==> config.mk <==
export PLATFORM = sky130hd
export DESIGN_NAME = sram_writer
export DESIGN_NICKNAME = d
export VERILOG_FILES = /design/src/rtl/sram_writer.sv
export SDC_FILE = /design/constraint.sdc
export NUM_CORES = 1
export LEC_CHECK = 0
export ABC_AREA = 1
export CAP_MARGIN = 20
export CORE_ASPECT_RATIO = 0.5
export CORE_MARGIN = 2
export CORE_UTILIZATION = 45
export CTS_BUF_LIST = sky130_fd_sc_hd__clkbuf_2 sky130_fd_sc_hd__clkbuf_4 sky130_fd_sc_hd__clkbuf_8
export DETAILED_ROUTE_END_ITERATION = 12
export HOLD_SLACK_MARGIN = 0.03
export PLACE_DENSITY = 0.72
export SYNTH_ARGS = -nofsm -noshare
export SYNTH_HDL_FRONTEND = slang
export SYNTH_SLANG_ARGS = --single-unit
export TNS_END_PERCENT = 5
==> constraint.sdc <==
create_clock -name clk -period 9.4 [get_ports clk]
set_input_delay 2.35 -clock clk [delete_from_list [all_inputs] [get_ports clk]]
set_output_delay 2.35 -clock clk [all_outputs]
set_load 0.05 [all_outputs]
==> src/rtl/sram_writer.sv <==
// Posted-write engine for the external 2M x 8 async SRAM: FWFT FIFO plus a timed write-cycle FSM.
// Optional `SRAM_WRITER_AUTOINC_EN adds wr_inc, which pushes data to the previous push address + 1.
module sram_writer #(
  parameter int DEPTH_LOG2 = 4,
  parameter int SETUP_CYC  = 1,
  parameter int WE_CYC     = 3,
  parameter int HOLD_CYC   = 1
) (
  input  logic                  clk,
  input  logic                  resetq,
  input  logic                  wr,
`ifdef SRAM_WRITER_AUTOINC_EN
  input  logic                  wr_inc,
`endif
  input  logic [28:0]           wdata,
  output logic                  full,
  output logic [DEPTH_LOG2:0]   level,
  output logic                  overflow,
  input  logic                  clr_ovf,
  input  logic                  bus_idle,
  output logic                  own,
  output logic                  busy,
  output logic [20:0]           sram_addr,
  output logic [7:0]            sram_dout,
  output logic                  sram_ce_n,
  output logic                  sram_we_n,
  output logic                  sram_oe_n
);

  localparam int DEPTH = 1 << DEPTH_LOG2;
  localparam logic [DEPTH_LOG2:0] LEVEL_FULL = (DEPTH_LOG2 + 1)'(DEPTH);

  typedef enum logic [1:0] {
    IDLE   = 2'd0,
    SETUP  = 2'd1,
    STROBE = 2'd2,
    HOLD   = 2'd3
  } state_t;

  // The shared phase counter counts down to zero, so it is loaded with length-1.
  function automatic logic [3:0] len_m1(input int n);
    return 4'(n - 1);
  endfunction

  logic [28:0]           mem [DEPTH];
  logic [DEPTH_LOG2-1:0] wptr;
  logic [DEPTH_LOG2-1:0] rptr;
  logic                  empty;
  logic                  push_req;
  logic                  accept;
  logic                  pop;
  logic [28:0]           push_word;

  state_t     state;
  state_t     state_nxt;
  logic [3:0] cnt;
  logic [3:0] cnt_nxt;
  logic       own_nxt;
  logic       ce_n_nxt;
  logic       we_n_nxt;

  // Push side: build the word that enters the FIFO
`ifdef SRAM_WRITER_AUTOINC_EN
  logic [20:0] next_addr;
  logic [20:0] push_addr;

  assign push_req  = wr | wr_inc;
  assign push_addr = wr ? wdata[28:8] : next_addr;
  assign push_word = {push_addr, wdata[7:0]};

  always_ff @(posedge clk) begin
    if (!resetq) begin
      next_addr <= '0;
    end else if (accept) begin
      next_addr <= push_addr + 21'd1;
    end
  end
`else
  assign push_req  = wr;
  assign push_word = wdata;
`endif

  assign empty  = (level == '0);
  assign full   = (level == LEVEL_FULL);
  // A push into a full FIFO still fits when the head leaves on the same edge.
  assign accept = push_req && (!full || pop);

  always_ff @(posedge clk) begin
    if (accept) begin
      mem[wptr] <= push_word;
    end
  end

  // FIFO pointers, occupancy and sticky overflow
  always_ff @(posedge clk) begin
    if (!resetq) begin
      wptr     <= '0;
      rptr     <= '0;
      level    <= '0;
      overflow <= 1'b0;
    end else begin
      if (accept) begin
        wptr <= wptr + 1'b1;
      end
      if (pop) begin
        rptr <= rptr + 1'b1;
      end
      case ({accept, pop})
        2'b10:   level <= level + 1'b1;
        2'b01:   level <= level - 1'b1;
        default: level <= level;
      endcase
      if (push_req && !accept) begin
        overflow <= 1'b1;
      end else if (clr_ovf) begin
        overflow <= 1'b0;
      end
    end
  end

  // Write-cycle FSM: state register and registered pin controls
  always_ff @(posedge clk) begin
    if (!resetq) begin
      state     <= IDLE;
      cnt       <= '0;
      own       <= 1'b0;
      sram_ce_n <= 1'b1;
      sram_we_n <= 1'b1;
    end else begin
      state     <= state_nxt;
      cnt       <= cnt_nxt;
      own       <= own_nxt;
      sram_ce_n <= ce_n_nxt;
      sram_we_n <= we_n_nxt;
    end
  end

  always_comb begin
    state_nxt = state;
    cnt_nxt   = cnt;
    own_nxt   = own;
    ce_n_nxt  = sram_ce_n;
    we_n_nxt  = sram_we_n;
    pop       = 1'b0;
    case (state)
      IDLE: begin
        own_nxt  = 1'b0;
        ce_n_nxt = 1'b1;
        we_n_nxt = 1'b1;
        if (!empty && bus_idle) begin
          pop       = 1'b1;
          own_nxt   = 1'b1;
          ce_n_nxt  = 1'b0;
          state_nxt = SETUP;
          cnt_nxt   = len_m1(SETUP_CYC);
        end
      end
      SETUP: begin
        if (cnt == 4'd0) begin
          we_n_nxt  = 1'b0;
          state_nxt = STROBE;
          cnt_nxt   = len_m1(WE_CYC);
        end else begin
          cnt_nxt = cnt - 4'd1;
        end
      end
      STROBE: begin
        if (cnt == 4'd0) begin
          we_n_nxt  = 1'b1;
          state_nxt = HOLD;
          cnt_nxt   = len_m1(HOLD_CYC);
        end else begin
          cnt_nxt = cnt - 4'd1;
        end
      end
      HOLD: begin
        if (cnt == 4'd0) begin
          ce_n_nxt  = 1'b1;
          own_nxt   = 1'b0;
          state_nxt = IDLE;
        end else begin
          cnt_nxt = cnt - 4'd1;
        end
      end
      default: begin
        state_nxt = IDLE;
      end
    endcase
  end

  // Address/data only move when a new cycle starts, so they stay put through HOLD.
  always_ff @(posedge clk) begin
    if (!resetq) begin
      sram_addr <= '0;
      sram_dout <= '0;
    end else if (pop) begin
      sram_addr <= mem[rptr][28:8];
      sram_dout <= mem[rptr][7:0];
    end
  end

  assign sram_oe_n = 1'b1;
  assign busy      = !empty || (state != IDLE);

endmodule
==> flow_summary_export.csv, run 1 <==
group,metric,value,unit
detailed_routing,drtPass1Iterations,7,
sta,layout_setup_ws,4.80,ns
synthesis,ys_warn_count,0,
synthesis,synthCells,1830,
finish,layout-drive-gt1-share,8.81,%
placed_design,place_ws,4.20,ns
global_routing,grt_pass1_wl,72100,um
global_routing,antenna_found_initial,0,
worst_setup_path,cp.arrival,2.25,ns
sta,setup_viol,0,
global_routing,gr-usage-all-layers,19.4,%
synthesis,synth_largest_area_cell,"edfxtp_1",
power,vdd_ir_drop_max,181,uV
global_routing,grt_max_degree,119,
worst_setup_path,cpMaxStageDelayCell,"clkdlybuf4s50_1",
sta,layout_min_cycle_time,4.60,ns
worst_setup_path,required,7.05,ns
global_routing,grt_pass1_vias,12879,
sta,finClkSkew,0.0287,ns
worst_setup_path,slowest_delay,0.82,ns
clocking,cts_resized,0,
floorplan,ioPinCount,75,
synthesis,netlist_area,21000,sq um
floorplan,die_y,157,um
detailed_routing,via_per_inst,5.33,
clocking,cts-buffers-inserted,73,
finish,stdcell_count,2569,
clocking,path_clk_slew,0.07,ns
clocking,cts.htree.levels,3,
detailed_routing,drc,0,
floorplan,rows,55,
worst_setup_path,r2r-start,"rptr[1]",
detailed_routing,wl_met2,21700,um
min_path,hold_path_class,"reg -> reg",
outcome,status,"complete, no violations",
sta,rsz0062_at_grt,"no",
finish,n_antenna_cell,0,
sta,finalHoldViolCount,0,
sta,fin_crit_sh,48.9,%
worst_setup_path,setup.worst_path.start,"level[0]",
min_path,whs_endpoint,"own",
detailed_routing,top_layer,"met4",
synthesis,synth.yosys.seq_area_share,71.2,%
min_path,hold-path-cell-count,2,
synthesis,synth.distinct_cells,25,
detailed_routing,met1_length,20600,um
min_path,min_from,"own",
worst_setup_path,rr_endpoint,"sram_addr[10]",
power,leakagePower,0.00851,uW
worst_setup_path,endpoint_kind,"output pin",
floorplan,die_area,48600,sq um
sta,worst-slew-pin-transition,1.12,ns
worst_setup_path,path_cells,"nor2_1 -> nand3_1 -> inv_1 -> clkdlybuf4s50_1",
synthesis,synth.avg_cell_area,11.5,sq um
sta,timing.setup.tns,0,ns
synthesis,netlist.area_leader.share,66.3,%
global_routing,gr-total-overflow,0,
synthesis,ys_top_cells_by_area,"edfxtp_1 66%, nor2_1 5.8%, nand3_1 5.2%",
finish,area_growth,13.7,%
sta,fmax,217,MHz
clocking,cts_tree,"built",
power,p_per_area,265,nW/um^2
finish,nFillCells,3726,
clocking,root_buffer,"clkbuf_8",
placed_design,place.detailed.hpwl,24800,um
worst_setup_path,critical_path.top_delay_family,"buffers and inverters",
detailed_routing,ant_nets,0,
detailed_routing,first_iter_violations,1521,
floorplan,die_w,310,um
worst_setup_path,rr_worst_depth,9,
worst_setup_path,cp_num_buf_inv,2,
finish,nets,1932,
synthesis,syn_nets,1880,
detailed_routing,vias,13702,
worst_setup_path,critPathKind,"reg -> out",
placed_design,port-buffer-count,73,
synthesis,yosys_register_bits,516,
clocking,clock_latency,0.63,ns
detailed_routing,dr_wl_met3,3770,um
worst_setup_path,start_kind,"flip-flop",
placed_design,place_congestion,0.781,
worst_setup_path,ff2ff_setup_slack,6.13,ns
floorplan,start_util,46.1,%
floorplan,coreArea,45600,sq um
finish,final_area,23900,sq um
clocking,cts_setup_buffers,0,
clocking,clk_path_buf_depth,3,
detailed_routing,wl_per_cell,18.3,um
clocking,cts_hold_buffers,0,
worst_setup_path,critPathMaxFanout,5,
power,p_total,6330,uW
clocking,clkSinkCount,516,
sta,finalMaxSlewViolations,0,
placed_design,place_area,22200,sq um
job,cap_viol_max_count,0,
sta,timing.max_slew.rel_slack,25.2,%
placed_design,dpl.cell_count,2430,
detailed_routing,drt_wl_total,47100,um
## where the power goes
group | total, uW | leakage, uW | internal [uW] | switching (uW)
combinational | 1720 | 0.00305 | 544 | 1180
clock | 1860 | 0.000841 | 1010 | 852
sequential | 2750 | 0.00462 | 2630 | 112
total | 6330 | 0.00851 | 4190 | 2140
## synthesized netlist by cell type, drive strengths merged
cell type,instances
a21oi,15
o211ai,56
ha,15
xor2,4
conb,1
dfxtp,52
nand3,217
fa,1
nand2,249
o21a,29
inv,121
edfxtp,464
o21ai,163
clkbuf,38
a31oi,3
nand4,2
or2,1
nor2,327
buf,72
## per-stage QoR
stage | utilization [%] | hold WS, ns
6_report | 52.4 | 0.440
5_1_grt | 52.4 | 0.454
4_1_cts | 52.1 | 0.443
3_5_place_dp | 48.7 | 0.433
3_3_place_gp | 48.7 | 0.432
2_1_floorplan | - | 0.438
## final cells by class
type | instances | area, sq um | share of cell area [%]
Clock buffer | 115 | 1400 | 5.87
Multi-Input combinational cell | 1083 | 5180 | 21.7
Tap cell | 627 | 785 | 3.28
Clock inverter | 20 | 168 | 0.702
Inverter | 121 | 462 | 1.93
Timing Repair Buffer | 87 | 911 | 3.81
Sequential cell | 516 | 15000 | 62.7
## kinds of logic after synthesis
| group | count (synthesis) | share of synthesized area, % |
|---|---|---|
| AND/OR/NAND/NOR | 796 | 15.5 |
| flip-flops | 516 | 71.2 |
| AO/OA/AOI/OAI | 266 | 7.36 |
| buffers and inverters | 231 | 4.68 |
| adder cells (fa/ha/maj) | 16 | 0.988 |
| XOR/XNOR | 4 | 0.167 |
| other | 1 | 0.0178 |
## layout by cell type, fill, tap and decap left out, drive strengths merged, types with 29 or more instances in the layout
master,n
nand2,249
inv,123
clkbuf,115
clkdlybuf4s50,72
nor2,327
dfxtp,52
o211ai,56
nand3,217
o21a,29
edfxtp,464
o21ai,163
## metal layers
layer / global-route usage (%) / up-vias
li1: - / 6474
met1: 27.6 / 6586
met2: 30.2 / 558
met3: 3.30 / 84
met4: 6.56 / 0
met5: 0 / -
## worst min-delay path, cell delays in order, from the launching register on
cell	delay (ns)
dfxtp_1	0.31
inv_1	0.05
a21oi_1	0.05
## sequential cells by signal (all words and copies together), names as in the netlist, 2 cells and up
signal and flops:
sram_dout 8, mem 464, cnt 4, sram_addr 21
wptr 4, rptr 4, level 5, state 2
## worst max path at each step
stage / slack [ns] / to / depth (start not counted)
6_report: 4.80 / full / 4
5_1_grt: 4.61 / mem[10][3] / 7
4_1_cts: 4.75 / full / 4
3_5_place_dp: 4.20 / mem[11][10] / 7
3_3_place_gp: 4.29 / mem[11][20] / 7
2_1_floorplan: 4.75 / mem[0][0] / 7
Power figures use the tool's default switching activity.
==> run 2, diff against run 1 <==
- PLACE_DENSITY: 0.72 -> 0.74
- clock period: 9.4 -> 4 ns (I/O delays scaled with it)
==> flow_summary_export.csv, run 2 (synthesized netlist as in run 1, its figures left out) <==
group,metric,value,unit
clocking,cts_tree,"built",
placed_design,port-buffer-count,73,
clocking,clock_latency,0.64,ns
finish,area_growth,14.6,%
detailed_routing,drtPass1Iterations,6,
worst_setup_path,endpoint_kind,"output pin",
finish,n_antenna_cell,0,
floorplan,die_y,157,um
clocking,cts.htree.levels,3,
finish,layout_common_cells,"464 x edfxtp_1, 311 x nor2_1, 249 x nand2_1",
worst_setup_path,critPathMaxFanout,5,
floorplan,start_util,46.1,%
sta,timing.max_slew.rel_slack,21.7,%
clocking,cts_hold_buffers,0,
detailed_routing,first_iter_violations,1441,
clocking,cts_setup_buffers,0,
sta,rsz0062_at_grt,"no",
detailed_routing,vias,13880,
finish,largest_register,"mem",
power,vdd_ir_drop_max,522,uV
floorplan,die_area,48600,sq um
floorplan,ioPinCount,75,
detailed_routing,via_per_inst,5.34,
clocking,clkSinkCount,516,
sta,finalHoldViolCount,0,
floorplan,die_w,310,um
sta,worst-slew-pin-transition,1.17,ns
sta,setup_viol,0,
worst_setup_path,required,3.00,ns
finish,nets,1961,
clocking,path_clk_slew,0.06,ns
finish,layout_commonest_cell,"edfxtp_1",
placed_design,place_ws,0.804,ns
global_routing,antenna_found_initial,1,
worst_setup_path,start_kind,"flip-flop",
power,leakagePower,0.00863,uW
detailed_routing,drt_wl_total,48200,um
sta,fin_crit_sh,81.1,%
sta,finClkSkew,0.0382,ns
detailed_routing,drc,0,
clocking,root_buffer,"clkbuf_8",
finish,final_area,24100,sq um
detailed_routing,wl_per_cell,18.6,um
sta,fmax,308,MHz
placed_design,place.detailed.hpwl,26800,um
worst_setup_path,critPathKind,"reg -> out",
global_routing,gr-total-overflow,0,
finish,largest_reg_flops,464,
clocking,clk_path_buf_depth,3,
worst_setup_path,setup.worst_path.start,"level[1]",
outcome,status,"complete, no violations",
global_routing,gr-usage-all-layers,20.0,%
global_routing,grt_pass1_wl,73800,um
sta,timing.setup.tns,0,ns
sta,layout_setup_ws,0.756,ns
global_routing,grt_max_degree,232,
placed_design,place_congestion,0.821,
power,p_per_area,618,nW/um^2
clocking,cts-buffers-inserted,73,
worst_setup_path,cp.arrival,2.24,ns
min_path,hold_path_class,"reg -> reg",
clocking,cts_resized,0,
min_path,min_from,"own",
detailed_routing,ant_nets,0,
finish,layout-drive-gt1-share,9.69,%
placed_design,place_area,22500,sq um
floorplan,rows,55,
worst_setup_path,r2r-start,"state[0]",
job,cap_viol_max_count,0,
floorplan,coreArea,45600,sq um
global_routing,grt_pass1_vias,12990,
finish,top_regs,"mem: 464 flops, sram_addr: 21 flops, sram_dout: 8 flops",
sta,layout_min_cycle_time,3.24,ns
sta,finalMaxSlewViolations,0,
run 2: changes by cell type in the layout (fill, tap and decap cells not counted), moves of 4 or more:
cell and change:
buf_4 +27, clkinv_1 +9, buf_12 +6, clkbuf_4 -6
clkbuf_8 -5, buf_16 -4
run 2: metrics by stage:
stage | total power [uW] | util [%] | hold WS, ns | std cells
detailed placement | 10700 | 49.4 | 0.439 | 2463
global route | 15700 | 52.8 | 0.483 | 2599
global placement | 10600 | 49.4 | 0.431 | 2463
finish | 14900 | 52.8 | 0.444 | 2599
floorplan | 9510 | - | 0.438 | 1830
CTS | 15000 | 52.8 | 0.447 | 2599
run 2: power breakdown:
group          switching, uW  internal, uW
registers                154          6190
clock network           2030          2300
logic                   2900          1320
total                   5080          9810
run 2: final timing paths:
check | to | slack [ns] | cells after the start
setup reg to reg | mem[5][26] | 1.58 | 9
hold / removal | own | 0.44 | 2
setup / recovery | full | 0.76 | 4
hold reg to reg | own | 0.44 | 2
run 2: critical path, stage by stage, from the launching register on:
cell,delay (ns)
dfxtp_1,0.35
nor2_1,0.19
nand3_1,0.13
inv_1,0.13
clkdlybuf4s50_1,0.82
run 2: layout make-up:
class / count / area (sq um)
clock buffer: 104 / 1290
clock inverter: 32 / 263
fill: 3701 / 21500
inverter: 121 / 462
multi-input combinational: 1083 / 5180
sequential: 516 / 15000
tap: 627 / 785
timing repair buffer: 116 / 1120
run 2: routing by layer:
| layer | up-vias | wire, um | GRT usage (%) | share of wire (%) |
|---|---|---|---|---|
| met1 | 6691 | 20700 | 27.2 | 43 |
| met2 | 582 | 22200 | 31.7 | 46 |
| met3 | 81 | 4220 | 4.55 | 8.7 |
| met4 | 0 | 1140 | 6.91 | 2.4 |
| met5 | - | 0 | 0 | 0 |
| li1 | 6526 | - | - | - |
